$ cat config.mk
export PLATFORM = sky130hd
export DESIGN_NAME = traffic_phase_ctrl
export DESIGN_NICKNAME = d
export VERILOG_FILES = /design/src/rtl/traffic_phase_ctrl.sv
export SDC_FILE = /design/constraint.sdc
export NUM_CORES = 1
export LEC_CHECK = 0
export CORE_AREA = 8 8 45 47
export CTS_CLUSTER_SIZE = 25
export DETAILED_ROUTE_END_ITERATION = 10
export DIE_AREA = 0 0 53 55
export PLACE_DENSITY_LB_ADDON = 0.05
export SETUP_SLACK_MARGIN = 0.5
export SYNTH_ARGS = -nofsm -noshare
export SYNTH_HDL_FRONTEND = slang
export SYNTH_SLANG_ARGS = --single-unit
$ cat constraint.sdc
create_clock -name clk -period 1.62 [get_ports clk]
set_input_delay 0.324 -clock clk [delete_from_list [all_inputs] [get_ports clk]]
set_output_delay 0.324 -clock clk [all_outputs]
set_load 0.02 [all_outputs]
$ cat src/rtl/traffic_phase_ctrl.sv
// Two-road intersection phase sequencer: steps green/yellow/red phases,
// serves latched pedestrian requests and parks in flashing yellow on request.
module traffic_phase_ctrl #(
  parameter int pRed_Count_Sec    = 18,
  parameter int pYellow_Count_Sec = 3,
  parameter int pGreen_Count_Sec  = 15,
  parameter int pPed_Count_Sec    = 10,
  parameter int pCount_width      = $clog2(pRed_Count_Sec)
) (
  input  logic                    clk,
  input  logic                    rstb,
  input  logic                    sec_tick,
  input  logic                    light_tick,
  input  logic                    ped_req,
  input  logic                    flash_req,
  output logic                    ctr_en,
  output logic                    ctr_load,
  output logic [pCount_width-1:0] load_count,
  output logic [2:0]              main_rgy,
  output logic [2:0]              side_rgy,
  output logic                    ped_walk,
  output logic                    ped_pend,
  output logic [2:0]              phase
);

  typedef enum logic [2:0] {
    S_MG    = 3'd0,
    S_MY    = 3'd1,
    S_SG    = 3'd2,
    S_SY    = 3'd3,
    S_PED   = 3'd4,
    S_FLASH = 3'd5
  } state_e;

  localparam logic [pCount_width-1:0] GREEN_LD  = pCount_width'(pGreen_Count_Sec - 1);
  localparam logic [pCount_width-1:0] YELLOW_LD = pCount_width'(pYellow_Count_Sec - 1);
  localparam logic [pCount_width-1:0] PED_LD    = pCount_width'(pPed_Count_Sec - 1);

  state_e state_q, state_d, target;
  logic   ped_pend_q, ped_pend_d;
  logic   flash_on_q, flash_on_d;
  logic   ctr_en_q, ctr_en_d;
  logic   adv;

  // Flash mode borrows the green value so the counter sits ready for S_MG.
  function automatic logic [pCount_width-1:0] dur_m1(input state_e s);
    case (s)
      S_MY, S_SY: dur_m1 = YELLOW_LD;
      S_PED:      dur_m1 = PED_LD;
      default:    dur_m1 = GREEN_LD;
    endcase
  endfunction

  always_comb begin
    state_d = state_q;
    adv     = 1'b0;
    if (state_q == S_FLASH) begin
      if (sec_tick && !flash_req) state_d = S_MG;
    end else if (light_tick) begin
      adv = 1'b1;
      if (flash_req) begin
        state_d = S_FLASH;
      end else begin
        case (state_q)
          S_MG:    state_d = S_MY;
          S_MY:    state_d = S_SG;
          S_SG:    state_d = S_SY;
          S_SY:    state_d = ped_pend_q ? S_PED : S_MG;
          default: state_d = S_MG;
        endcase
      end
    end

    // Entering S_PED clears the request even if a new one arrives this cycle.
    ped_pend_d = (adv && state_d == S_PED) ? 1'b0 : (ped_pend_q | ped_req);
    flash_on_d = (state_q == S_FLASH && state_d == S_FLASH) ? (flash_on_q ^ sec_tick) : 1'b0;
    ctr_en_d   = 1'b1;

    target     = (state_q == S_FLASH) ? S_MG : state_d;
    load_count = dur_m1(target);
    ctr_load   = (state_q == S_FLASH) ? sec_tick : light_tick;
  end

  always_ff @(posedge clk or negedge rstb) begin
    if (!rstb) begin
      state_q    <= S_MG;
      ped_pend_q <= 1'b0;
      flash_on_q <= 1'b0;
      ctr_en_q   <= 1'b0;
    end else begin
      state_q    <= state_d;
      ped_pend_q <= ped_pend_d;
      flash_on_q <= flash_on_d;
      ctr_en_q   <= ctr_en_d;
    end
  end

  always_comb begin
    main_rgy = 3'b100;
    side_rgy = 3'b100;
    ped_walk = 1'b0;
    case (state_q)
      S_MG:    main_rgy = 3'b001;
      S_MY:    main_rgy = 3'b010;
      S_SG:    side_rgy = 3'b001;
      S_SY:    side_rgy = 3'b010;
      S_PED:   ped_walk = 1'b1;
      S_FLASH: begin
        main_rgy = {1'b0, flash_on_q, 1'b0};
        side_rgy = {1'b0, flash_on_q, 1'b0};
      end
      default: ;
    endcase
  end

  assign ctr_en   = ctr_en_q;
  assign ped_pend = ped_pend_q;
  assign phase    = state_q;

endmodule
==> impl_results.md, run 1 <==
* Post-synthesis compound-gate area fraction at 0.2407
* Simple-Gate Fraction of Synth Area at 0.2249
* Synthesized area per cell at 8.758 um^2
* Max cap viols at 0
* Std-Cell Rows at 14
* CTS Buf Count at 3
* PwrDens at 2081 nW/um^2
* Status: finished with violations
* GR met3 Demand/Resource at 0.01872
* Final Max Tran Viols at 0
* HPWL Detailed at 1263 um
* Flop2flop setup slack at 0.05 ns
* Post-synthesis xor/xnor area fraction at 0.01852
* RePlAce Congestion at 0.8006
* Mux contribution to synthesized area at 0.07143
* Share of layout cells above drive strength 1 at 0.8220
* Maximum VDD drop at 0.001506 V
* Ys Warns at 0
* Initial antenna violation count at 0
* Final WL at 2464 um
* Kind of critical path: flip-flop to primary output
* Cell taking the most area after synthesis: dfrtp_1
* Largest net degree at the start of global routing at 9
* Fmax at 458.5 MHz
* Die Ht at 55 um
* Num Clock Sinks at 6
* Register Area at 153.9 um^2
* First-pass GRT wire length at 3167 um
* Required @ worst endpoint at 1.30 ns
* Clock skew at 0.003293 ns
* Busiest grt layer: met2
* Ys flop type: dfrtp_1
* CTS tree: done
* Crit-path max FO at 7
* DRC viols at 0
* Routed Antenna Nets at 0
* Post-synthesis adder-cell area fraction at 0
* Hold crit path type: input pin to async pin
* Synthesized flop and latch total at 6
* Synth unique cells at 28
* Core area at 1384 um^2
* Critical Path Source: phase[2]
* DP Area at 882.1 um^2
* Clock root cell: clkbuf_4
* Syn nets at 60
* Post-synth top area share at 0.3175
* Synth top area cells: dfrtp_1 32%, mux2_2 7.1%, nor3_1 5.3%
* Crit share post-route at 1.346
* Clock network latency to the later pin of the worst-skew pair at 0.24 ns
* Vias in the first global route at 657
* Chip Width at 53 um
* Seq/Total Area, Yosys at 0.3175
* DRT iter0 DRCs at 7
* CTS clk-pin slew, worst paths at 0.05 ns
* H-tree depth at 1
* RSZ-0062 raised after global routing: true
* Failing checks: negative setup slack
* EDFF count, synth at 0
* # diodes at 0
* Wire length per cell at 18.39 um
* Clock tree buffer depth at 2
* Fillers at 50
* Worst setup endpoint: load_count[2]
* Final instance area at 1277 um^2
* Nets at 125
* Final global-route overflow total at 0
* Main combinational cell family by area after synthesis: compound AO/OA/AOI/OAI gates
* Kind of start point of the critical path: flip-flop
* # IOs at 24
* LEAKAGE at 0.6205 nW
* IO Port Bufs at 22
* Synthesized area at 473.0 um^2
* Synth Instances at 54
* Starting Density at 0.3418
* Hold Vio Cnt, Final at 0
* Met2 usage at 0.2559
* Critical path arrival at 1.86 ns
* Setup violators final at 12
* Worst Setup Slack, final at -0.5608 ns
* FF-to-FF Start: phase[2]
* WHS at 0.3143 ns
* Vias per Instance at 4.955
* First-pass DRT Iterations at 4
* P&R area growth vs syn at 170.1%
* Die area at 2915 um^2
* Final min period at 2.181 ns
* Via Count at 664
* Met1 usage at 0.1713
* Setup crit end kind: primary output
* FF-to-FF path depth at 9
* Area of the multi-input gates at 412.9 um^2
* R2r endpoint: ped_pend
* Ys async rst share at 1.000
* Tot GR Track Use at 0.1473
## routing by layer
layer  wire, um  share of wire  vias to the layer above
met5          0              0                        -
met4         34          0.014                        0
met3        121          0.049                        4
met2       1370           0.56                       24
met1        938           0.38                      325
li1           -              -                      311
## sequential cells by signal, summed over array words and instances, names as in the netlist
signal and cells:
phase 3, ctr_en 1, flash_on_q 1, ped_pend 1
## cell usage in the layout, fill, tap and decap left out, types with 3 or more instances in the layout
| cell | Yosys | layout |
|---|---|---|
| buf_6 | 1 | 36 |
| buf_4 | 1 | 21 |
| nor3_4 | 0 | 4 |
| mux2_4 | 0 | 3 |
| nor2_1 | 4 | 3 |
| clkbuf_4 | 0 | 3 |
| dfrtp_1 | 6 | 3 |
| clkdlybuf4s50_1 | 0 | 3 |
| dfrtp_2 | 0 | 3 |
## how the worst min path moves through the flow
stage	startpoint	endpoint	slack [ns]	cells after the start
detailed placement	ped_pend	ped_pend	0.56	2
floorplan	rstb	ctr_en	0.03	0
finish	rstb	flash_on_q	0.31	1
global placement	ped_pend	ped_pend	0.56	2
CTS	rstb	flash_on_q	0.31	1
global route	rstb	flash_on_q	0.33	1
## per-stage QoR
step	utilization	instances	total power, mW	setup slack [ns]	TNS (ns)
final	0.9231	134	2.659	-0.5608	-3.715
after global routing	0.9231	134	2.769	-0.5787	-4.150
after CTS	0.8038	126	2.234	-0.5016	-2.224
after detailed placement	0.6374	107	1.615	-1.033	-6.912
after global placement	0.6374	107	1.609	-1.013	-6.768
after floorplan	-	54	1.004	-0.2302	-0.6553
## cell usage after synthesis (all sizes together), types with 2 or more instances
cell,number
buf,5
o21ai,2
dfrtp,6
nand2,4
mux2,3
inv,5
and3b,2
nor2,4
conb,2
a21oi,4
nor3,5
## repair_timing
action / 4_1_cts / 5_1_grt
pin swaps: 7 / 9
setup buffers: 15 / 8
hold buffers: 0 / 0
endpoints found under the hold margin: 0 / 0
endpoints found under the setup margin: 22 / 21
gates resized for setup: 129 / 22
## area by class of cell
class,count,share of cell area
clock buffers,4,0.02057
inverters,5,0.01861
multi-input cells,38,0.3232
flip-flops and latches,6,0.1205
well taps,16,0.01567
repair buffers,65,0.5015
## cell families after synthesis
logic type,after synthesis
AND/OR/NAND/NOR,19
AO/OA/AOI/OAI,13
buffers and inverters,10
flip-flops,6
multiplexers,3
other,2
XOR/XNOR,1
## worst max-delay path, cell delays in order, from the launching register on
cell      delay [ns]
dfrtp_2         0.46
and3b_2         0.28
a211oi_4        0.25
buf_4           0.16
a221oi_4        0.04
buf_6           0.14
a21oi_4         0.13
buf_6           0.14
## report_power, final
group / leakage [nW] / internal, mW / switching (mW)
registers: 0.0664 / 0.199 / 0.0849
logic: 0.539 / 1.26 / 0.973
clock network: 0.0150 / 0.0931 / 0.0514
(Power assumes the default switching activity.)
==> run 2, diff against run 1 <==
--- a/config.mk
+++ b/config.mk
@@ -5,10 +5,12 @@
 export SDC_FILE = /design/constraint.sdc
 export NUM_CORES = 1
 export LEC_CHECK = 0
+export ABC_AREA = 1
 export CORE_AREA = 8 8 45 47
 export CTS_CLUSTER_SIZE = 25
 export DETAILED_ROUTE_END_ITERATION = 10
 export DIE_AREA = 0 0 53 55
+export GPL_TIMING_DRIVEN = 0
 export PLACE_DENSITY_LB_ADDON = 0.05
 export SETUP_SLACK_MARGIN = 0.5
 export SYNTH_ARGS = -nofsm -noshare
==> constraint.sdc (replaced) <==
create_clock -name clk -period 2.8 [get_ports clk]
set_input_delay 0.56 -clock clk [delete_from_list [all_inputs] [get_ports clk]]
set_output_delay 0.56 -clock clk [all_outputs]
set_load 0.02 [all_outputs]
==> impl_results.md, run 2 <==
* Post-cts hold buffer count at 0
* Final global-route overflow total at 0
* Die Ht at 55 um
* PwrDens at 1194 nW/um^2
* Crit-path max FO at 7
* Setup crit end kind: primary output
* Fillers at 163
* Clock tree buffer depth at 2
* Hold Vio Cnt, Final at 0
* Critical Path Source: phase[2]
* EDFF count, synth at 0
* Max FFs per register at 3
* Design internal power at 0.4151 mW
* Sw Pwr at 0.4318 mW
* Wire length per cell at 11.16 um
* Vias per Instance at 4.554
* Ys Warns at 0
* Starting Density at 0.3119
* Cell taking the most area after synthesis: dfrtp_1
* RSZ-0062 raised after global routing: true
* DRT iter0 DRCs at 0
* Chip Width at 53 um
* Nets at 93
* Tot GR Track Use at 0.07853
* Num Clock Sinks at 6
* Std-Cell Rows at 14
* CTS tree: done
* Most frequent cell after synthesis: nand2_1
* Synth unique cells at 19
* Synth Instances at 59
* Fmax at 444.4 MHz
* Commonest non-fill, non-tap cell in the layout: clkdlybuf4s50_1
* Status: finished clean
* Ys flop type: dfrtp_1
* Post-Layout Cell Count at 101
* Clock power frac at 0.089
* Total placed cells including tap cells at 97
* Post-synth top area share at 0.3478
* Final Max Tran Viols at 0
* Seq/Total Area, Yosys at 0.3478
* Clock skew at 0.0002886 ns
* CTS Buf Count at 3
* Commonest cells post-synth: 9 x nand2_1, 8 x nor2_1, 6 x dfrtp_1, 6 x inv_1, 5 x inv_2
* # IOs at 24
* CTS clk-pin slew, worst paths at 0.04 ns
* Vias in the first global route at 464
* Total chip power at 0.8469 mW
* Worst setup endpoint: side_rgy[2]
* FF-to-FF path depth at 8
* R2r endpoint: ped_pend
* Maximum VDD drop at 0.0006079 V
* Sw Ratio at 0.5099
* Final min period at 2.250 ns
* Synthesized area at 431.7 um^2
* LEAKAGE at 0.3452 nW
* Total negative setup slack at 0 ns
* Metal-1 WL at 498 um
* Flop2flop setup slack at 1.38 ns
* IO Port Bufs at 22
* DRC viols at 0
* Routed Antenna Nets at 0
* Ys async rst share at 1.000
* First-pass DRT Iterations at 1
* Final WL at 1127 um
* Most frequent cells in the layout: 13 x clkdlybuf4s50_1, 9 x nand2_1, 6 x nor2_1
* Hold crit path type: flip-flop to flip-flop
* Via Count at 460
* Max cap viols at 0
* Synth top area cells: dfrtp_1 35%, nand2_1 7.8%, nand3_2 7.0%
* Initial antenna violation count at 0
* Clock network latency to the later pin of the worst-skew pair at 0.23 ns
* Setup violators final at 0
* Share of layout cells above drive strength 1 at 0.3412
* Largest net degree at the start of global routing at 9
* Synthesized area per cell at 7.316 um^2
* DR top layer: met3
* HPWL Detailed at 925.5 um
* Required @ worst endpoint at 2.24 ns
* FF-to-FF Start: phase[2]
* Die area at 2915 um^2
* Synthesized flop and latch total at 6
* Kind of start point of the critical path: flip-flop
* P&R area growth vs syn at 64.35%
* Flop pwr share at 0.199
* WL met2 at 519 um
* First-pass GRT wire length at 1800 um
* WHS at 0.4721 ns
* Core area at 1384 um^2
* Syn nets at 65
* Clock root cell: clkbuf_4
* Crit share post-route at 0.8036
* Kind of critical path: flip-flop to primary output
* RePlAce Congestion at 0.7194
* # diodes at 0
* Critical path arrival at 1.69 ns
* Met3 WL at 109 um
* Combinational power share at 0.712
* H-tree depth at 1
## run 2: routing by layer
metal  vias to the layer above  GRT usage
met1                       204    0.08629
met3                         0    0.02406
li1                        239          -
met5                         -          0
met2                        17     0.1406
met4                         0    0.02586
## run 2: layout make-up
| cell class | instances | area [um^2] | share of cell area |
|---|---|---|---|
| multi-input combinational | 41 | 250.2 | 0.3527 |
| tap | 16 | 20.02 | 0.02822 |
| timing repair buffer | 23 | 214.0 | 0.3016 |
| clock buffer | 3 | 22.52 | 0.03175 |
| inverter | 11 | 43.79 | 0.06173 |
| sequential | 6 | 151.4 | 0.2134 |
| buffer | 1 | 7.507 | 0.01058 |
## run 2: power groups by stage
stage | Clock [mW] | Sequential (mW) | Combinational, mW
after floorplan | 0 | 0.186 | 0.326
after global placement | 0 | 0.161 | 0.618
after detailed placement | 0 | 0.162 | 0.616
after CTS | 0.0797 | 0.161 | 0.610
after global routing | 0.0831 | 0.174 | 0.655
final | 0.0752 | 0.169 | 0.603
## run 2: stage by stage
stage	cell area, um^2	setup slack (ns)	util
final	709.4	0.5498	0.5127
after global routing	709.4	0.4661	0.5127
after CTS	705.7	0.4804	0.5099
after detailed placement	671.9	-0.2046	0.4855
after global placement	671.9	-0.2038	0.4855
after floorplan	431.7	0.8633	-
## run 2: worst min-delay path by stage
stage | slack, ns | to | start | cells past startpoint
2_1_floorplan | 0.26 | ctr_en | rstb | 0
3_3_place_gp | 0.46 | flash_on_q | flash_on_q | 1
3_5_place_dp | 0.47 | flash_on_q | flash_on_q | 1
4_1_cts | 0.48 | flash_on_q | flash_on_q | 1
5_1_grt | 0.53 | flash_on_q | flash_on_q | 1
6_report | 0.47 | flash_on_q | flash_on_q | 1
## run 2: timing repair
item | in CTS | in global routing
pin swaps | 1 | 2
resized for setup | 17 | 11
setup endpoints to repair | 5 | 6
setup buffers | 1 | 0
## run 2: worst max-delay path, cell delays in order (launching register included)
cell,delay (ns)
dfrtp_1,0.49
inv_2,0.12
nand3_1,0.10
nand2_1,0.06
nor2_1,0.08
clkdlybuf4s50_1,0.60
## run 2: cell families after synthesis
| group | after synthesis | synth area share |
|---|---|---|
| AND/OR/NAND/NOR | 30 | 0.3623 |
| buffers and inverters | 12 | 0.1131 |
| AO/OA/AOI/OAI | 9 | 0.1594 |
| flip-flops | 6 | 0.3478 |
| other | 2 | 0.01740 |
==> run 3, diff against run 2 <==
==> constraint.sdc (replaced) <==
create_clock -name clk -period 2.2 [get_ports clk]
set_input_delay 0.44 -clock clk [delete_from_list [all_inputs] [get_ports clk]]
set_output_delay 0.44 -clock clk [all_outputs]
set_load 0.02 [all_outputs]
==> impl_results.md, run 3 (synthesis results as in run 2) <==
* Status: finished clean
* Chip Width at 53 um
* Final min period at 1.962 ns
* Via Count at 525
* Max cap viols at 0
* HPWL Detailed at 938.3 um
* Wire length per cell at 11.24 um
* Vias per Instance at 4.412
* RSZ-0062 raised after global routing: true
* DRC viols at 0
* Share of layout cells above drive strength 1 at 0.6019
* Sw Ratio at 0.4844
* Starting Density at 0.3119
* CTS tree: done
* First-pass DRT Iterations at 3
* RePlAce Congestion at 0.7429
* H-tree depth at 1
* Design internal power at 0.7009 mW
* Critical path arrival at 1.52 ns
* CTS clk-pin slew, worst paths at 0.05 ns
* Commonest non-fill, non-tap cell in the layout: buf_4
* Sw Pwr at 0.6584 mW
* Die Ht at 55 um
* Worst Setup Slack, final at 0.2383 ns
* Hold crit path type: input pin to async pin
* WHS at 0.4329 ns
* Final global-route overflow total at 0
* Vias in the first global route at 529
* Routed Antenna Nets at 0
* Clock root cell: clkbuf_4
* Required @ worst endpoint at 1.76 ns
* # diodes at 0
* Nets at 110
* # IOs at 24
* Core area at 1384 um^2
* Final Max Tran Viols at 0
* Setup violators final at 0
* Clock skew at 0.007478 ns
* Flop pwr share at 0.160
* Post-cts hold buffer count at 0
* Initial antenna violation count at 0
* Post-Place Setup Slack at -0.5934 ns
* PwrDens at 1568 nW/um^2
* Crit share post-route at 0.8917
* Kind of start point of the critical path: flip-flop
* Clock network latency to the later pin of the worst-skew pair at 0.24 ns
* DRT iter0 DRCs at 5
* Combinational power share at 0.763
* Layout Utilization at 0.6266
* CTS Buf Count at 3
* Clock power frac at 0.077
* Std-Cell Rows at 14
* First-pass GRT wire length at 2139 um
* Die area at 2915 um^2
* Hold Vio Cnt, Final at 0
* P&R area growth vs syn at 100.9%
* Maximum VDD drop at 0.0007585 V
* Kind of critical path: flip-flop to primary output
* IO Port Bufs at 22
* Final WL at 1337 um
* Max FFs per register at 3
* Tot GR Track Use at 0.09161
* Num Clock Sinks at 6
* Fmax at 509.8 MHz
* Clock tree buffer depth at 2
* Crit-path max FO at 5
* Largest net degree at the start of global routing at 8
* Most frequent cells in the layout: 25 x buf_4, 8 x nand2_1, 7 x nor2_1
* Setup crit end kind: primary output
* LEAKAGE at 0.4456 nW
==> run 3: cell count changes in the layout (fill, tap and decap cells not counted), moves of 3 or more <==
cell	change
clkdlybuf4s50_1	-10
buf_4	+23
dlygate4sd2_1	+3
inv_2	-3
inv_4	+3
buf_6	+3
==> run 3: final cells by class <==
class                           instances  area [um^2]
Buffer                                  1        7.507
Inverter                               11        51.30
Fill cell                             128        516.7
Timing Repair Buffer                   40        320.3
Tap cell                               16        20.02
Sequential cell                         6        153.9
Clock buffer                            4        26.28
Multi-Input combinational cell         41        287.8
==> run 3: critical path, cell delays in order (launching register included) <==
cell     delay, ns
dfrtp_2       0.44
buf_4         0.14
nand2_1       0.05
nand2_1       0.05
nor2_1        0.04
nor2_1        0.15
nand2_2       0.08
nor2_4        0.15
inv_2         0.05
buf_6         0.12
==> run 3: path summary, 6_finish.rpt <==
kind | slack, ns | start | cells after the start | to
setup / recovery | 0.24 | phase[0] | 9 | load_count[1]
hold / removal | 0.43 | rstb | 1 | ped_pend
setup reg to reg | 0.80 | phase[0] | 9 | ped_pend
hold reg to reg | 0.47 | flash_on_q | 1 | flash_on_q
max in group asynchronous | 1.53 | rstb | 1 | phase[1]
min in group clk | 0.43 | light_tick | 2 | ped_pend
==> run 3: power groups by stage <==
| stage | logic (mW) | registers [mW] | clock network [mW] |
|---|---|---|---|
| after global placement | 0.806 | 0.215 | 0 |
| after CTS | 0.843 | 0.206 | 0.111 |
| after global routing | 1.12 | 0.226 | 0.114 |
| after floorplan | 0.435 | 0.245 | 0 |
| after detailed placement | 0.806 | 0.215 | 0 |
| final | 1.04 | 0.218 | 0.105 |
==> run 3: layer usage <==
layer  vias up  track usage  wire, um
li1        272            -         -
met1       237       0.1014       499
met2        16       0.1621       694
met3         0      0.03209       143
met4         0      0.02586         0
met5         -            0         0
==> run 3: what timing repair did <==
action | CTS | global route
pin swaps | 6 | 9
buffers inserted | 10 | 8
gates resized for setup | 67 | 21
setup endpoints to repair | 15 | 12
cloned | 0 | 0
==> run 3: through the flow <==
step           std cells  area, um^2  total power [mW]  setup TNS [ns]
2_1_floorplan         59       450.4            0.6800               0
3_3_place_gp          97       690.7             1.021          -2.235
3_5_place_dp          97       690.7             1.021          -2.294
4_1_cts              111       750.7             1.160               0
5_1_grt              119       867.1             1.461               0
6_report             119       867.1             1.359               0
==> patch, RTL diff (settings of run 1) <==
Set the parameter `pRed_Count_Sec` to 9 (it was 18).
--- a/src/rtl/traffic_phase_ctrl.sv
+++ b/src/rtl/traffic_phase_ctrl.sv
@@ -3,3 +3,3 @@
 module traffic_phase_ctrl #(
-  parameter int pRed_Count_Sec    = 18,
+  parameter int pRed_Count_Sec    = 9,
   parameter int pYellow_Count_Sec = 3,
Interface: changed (resized load_count); port bits go from 24 to 23. The function was not compared with the original's and may differ.
==> patch against run 1 <==
The run still ends with negative setup slack left; non-clock buffer count down 7; sequential cell count unchanged; final area down 13%; setup slack gained 0.17 ns; power shrank 17%; routed wire length down 25%; area after synthesis down 2.4%.
==> patch: results (changes against run 1) <==
Ranking of synthesized cells by area = dfrtp_1 (33%), mux2_2 (7.3%), nor3_1 (5.4%)
Post-CTS setup repair buffer count = 11 (-4)
Clock Skews = 0.00421 ns (+0.000920 ns)
Final HPWL DP = 1.26 mm (about the same)
Arrival @ worst endpoint = 1.69 ns (-0.17 ns)
DP Cell Count = 108 (+0.93%)
Failing checks = negative setup slack
R2R Setup Slk = 0.01 ns (-0.04 ns)
GRT Overall Usage = 0.125 (-0.0225)
Post-placement cell area = 893 um2 (+1.3%)
Vias per cell = 4.83 (-2.5%)
Setup tns final = -2.63 ns (+1.08 ns)
PnR worst setup slack = -0.390 ns (+0.171 ns)
Total Wirelength = 1.85 mm (-25%)
Status = finished with violations
Crit path from = phase[1]$_DFF_PN0_
First-pass GRT wire length = 2.76 mm (-13%)
1st-iter DRT viols = 4 (-3)
Gpl congestion = 0.806 (+0.71%)
Largest net degree at the start of global routing = 10 (+1)
Post-cts sizing count = 113 (-12%)
Compound-Gate Fraction of Synth Area = 0.247 (+0.00587)
RR Endpoint = flash_on_q$_DFF_PN0_
Post-place setup slack = -1.09 ns (-0.0532 ns)
Final Setup Violations = 11 (-1)
Crit path to = load_count[1]
Vias in the first global route = 640 (-2.6%)
Synth unique cells = 27 (-3.6%)
==> patch: changes by cell type in the layout (fill, tap and decap cells not counted), moves of 4 or more <==
cell    before  now
nor3_4       4    0
buf_6       36   21
nor3_2       0    5
buf_4       21   30
==> patch: cell type report <==
class	instances	area, um2
clock buffer	4	26.3
fill	86	269
inverter	5	23.8
multi-input combinational	37	370
sequential	6	154
tap	16	20.0
timing repair buffer	58	520
==> patch: power groups by stage <==
stage,combinational (mW),clock [mW],sequential [mW]
2_1_floorplan,0.724,0,0.276
5_1_grt,1.89,0.159,0.273
4_1_cts,1.63,0.152,0.259
6_report,1.80,0.144,0.264
3_5_place_dp,1.35,0,0.268
3_3_place_gp,1.34,0,0.271
==> patch: per-layer routing <==
layer	track usage	routed length [um]
met4	0.0819	24
met2	0.236	994
met1	0.122	773
met5	0	0
met3	0.0214	61
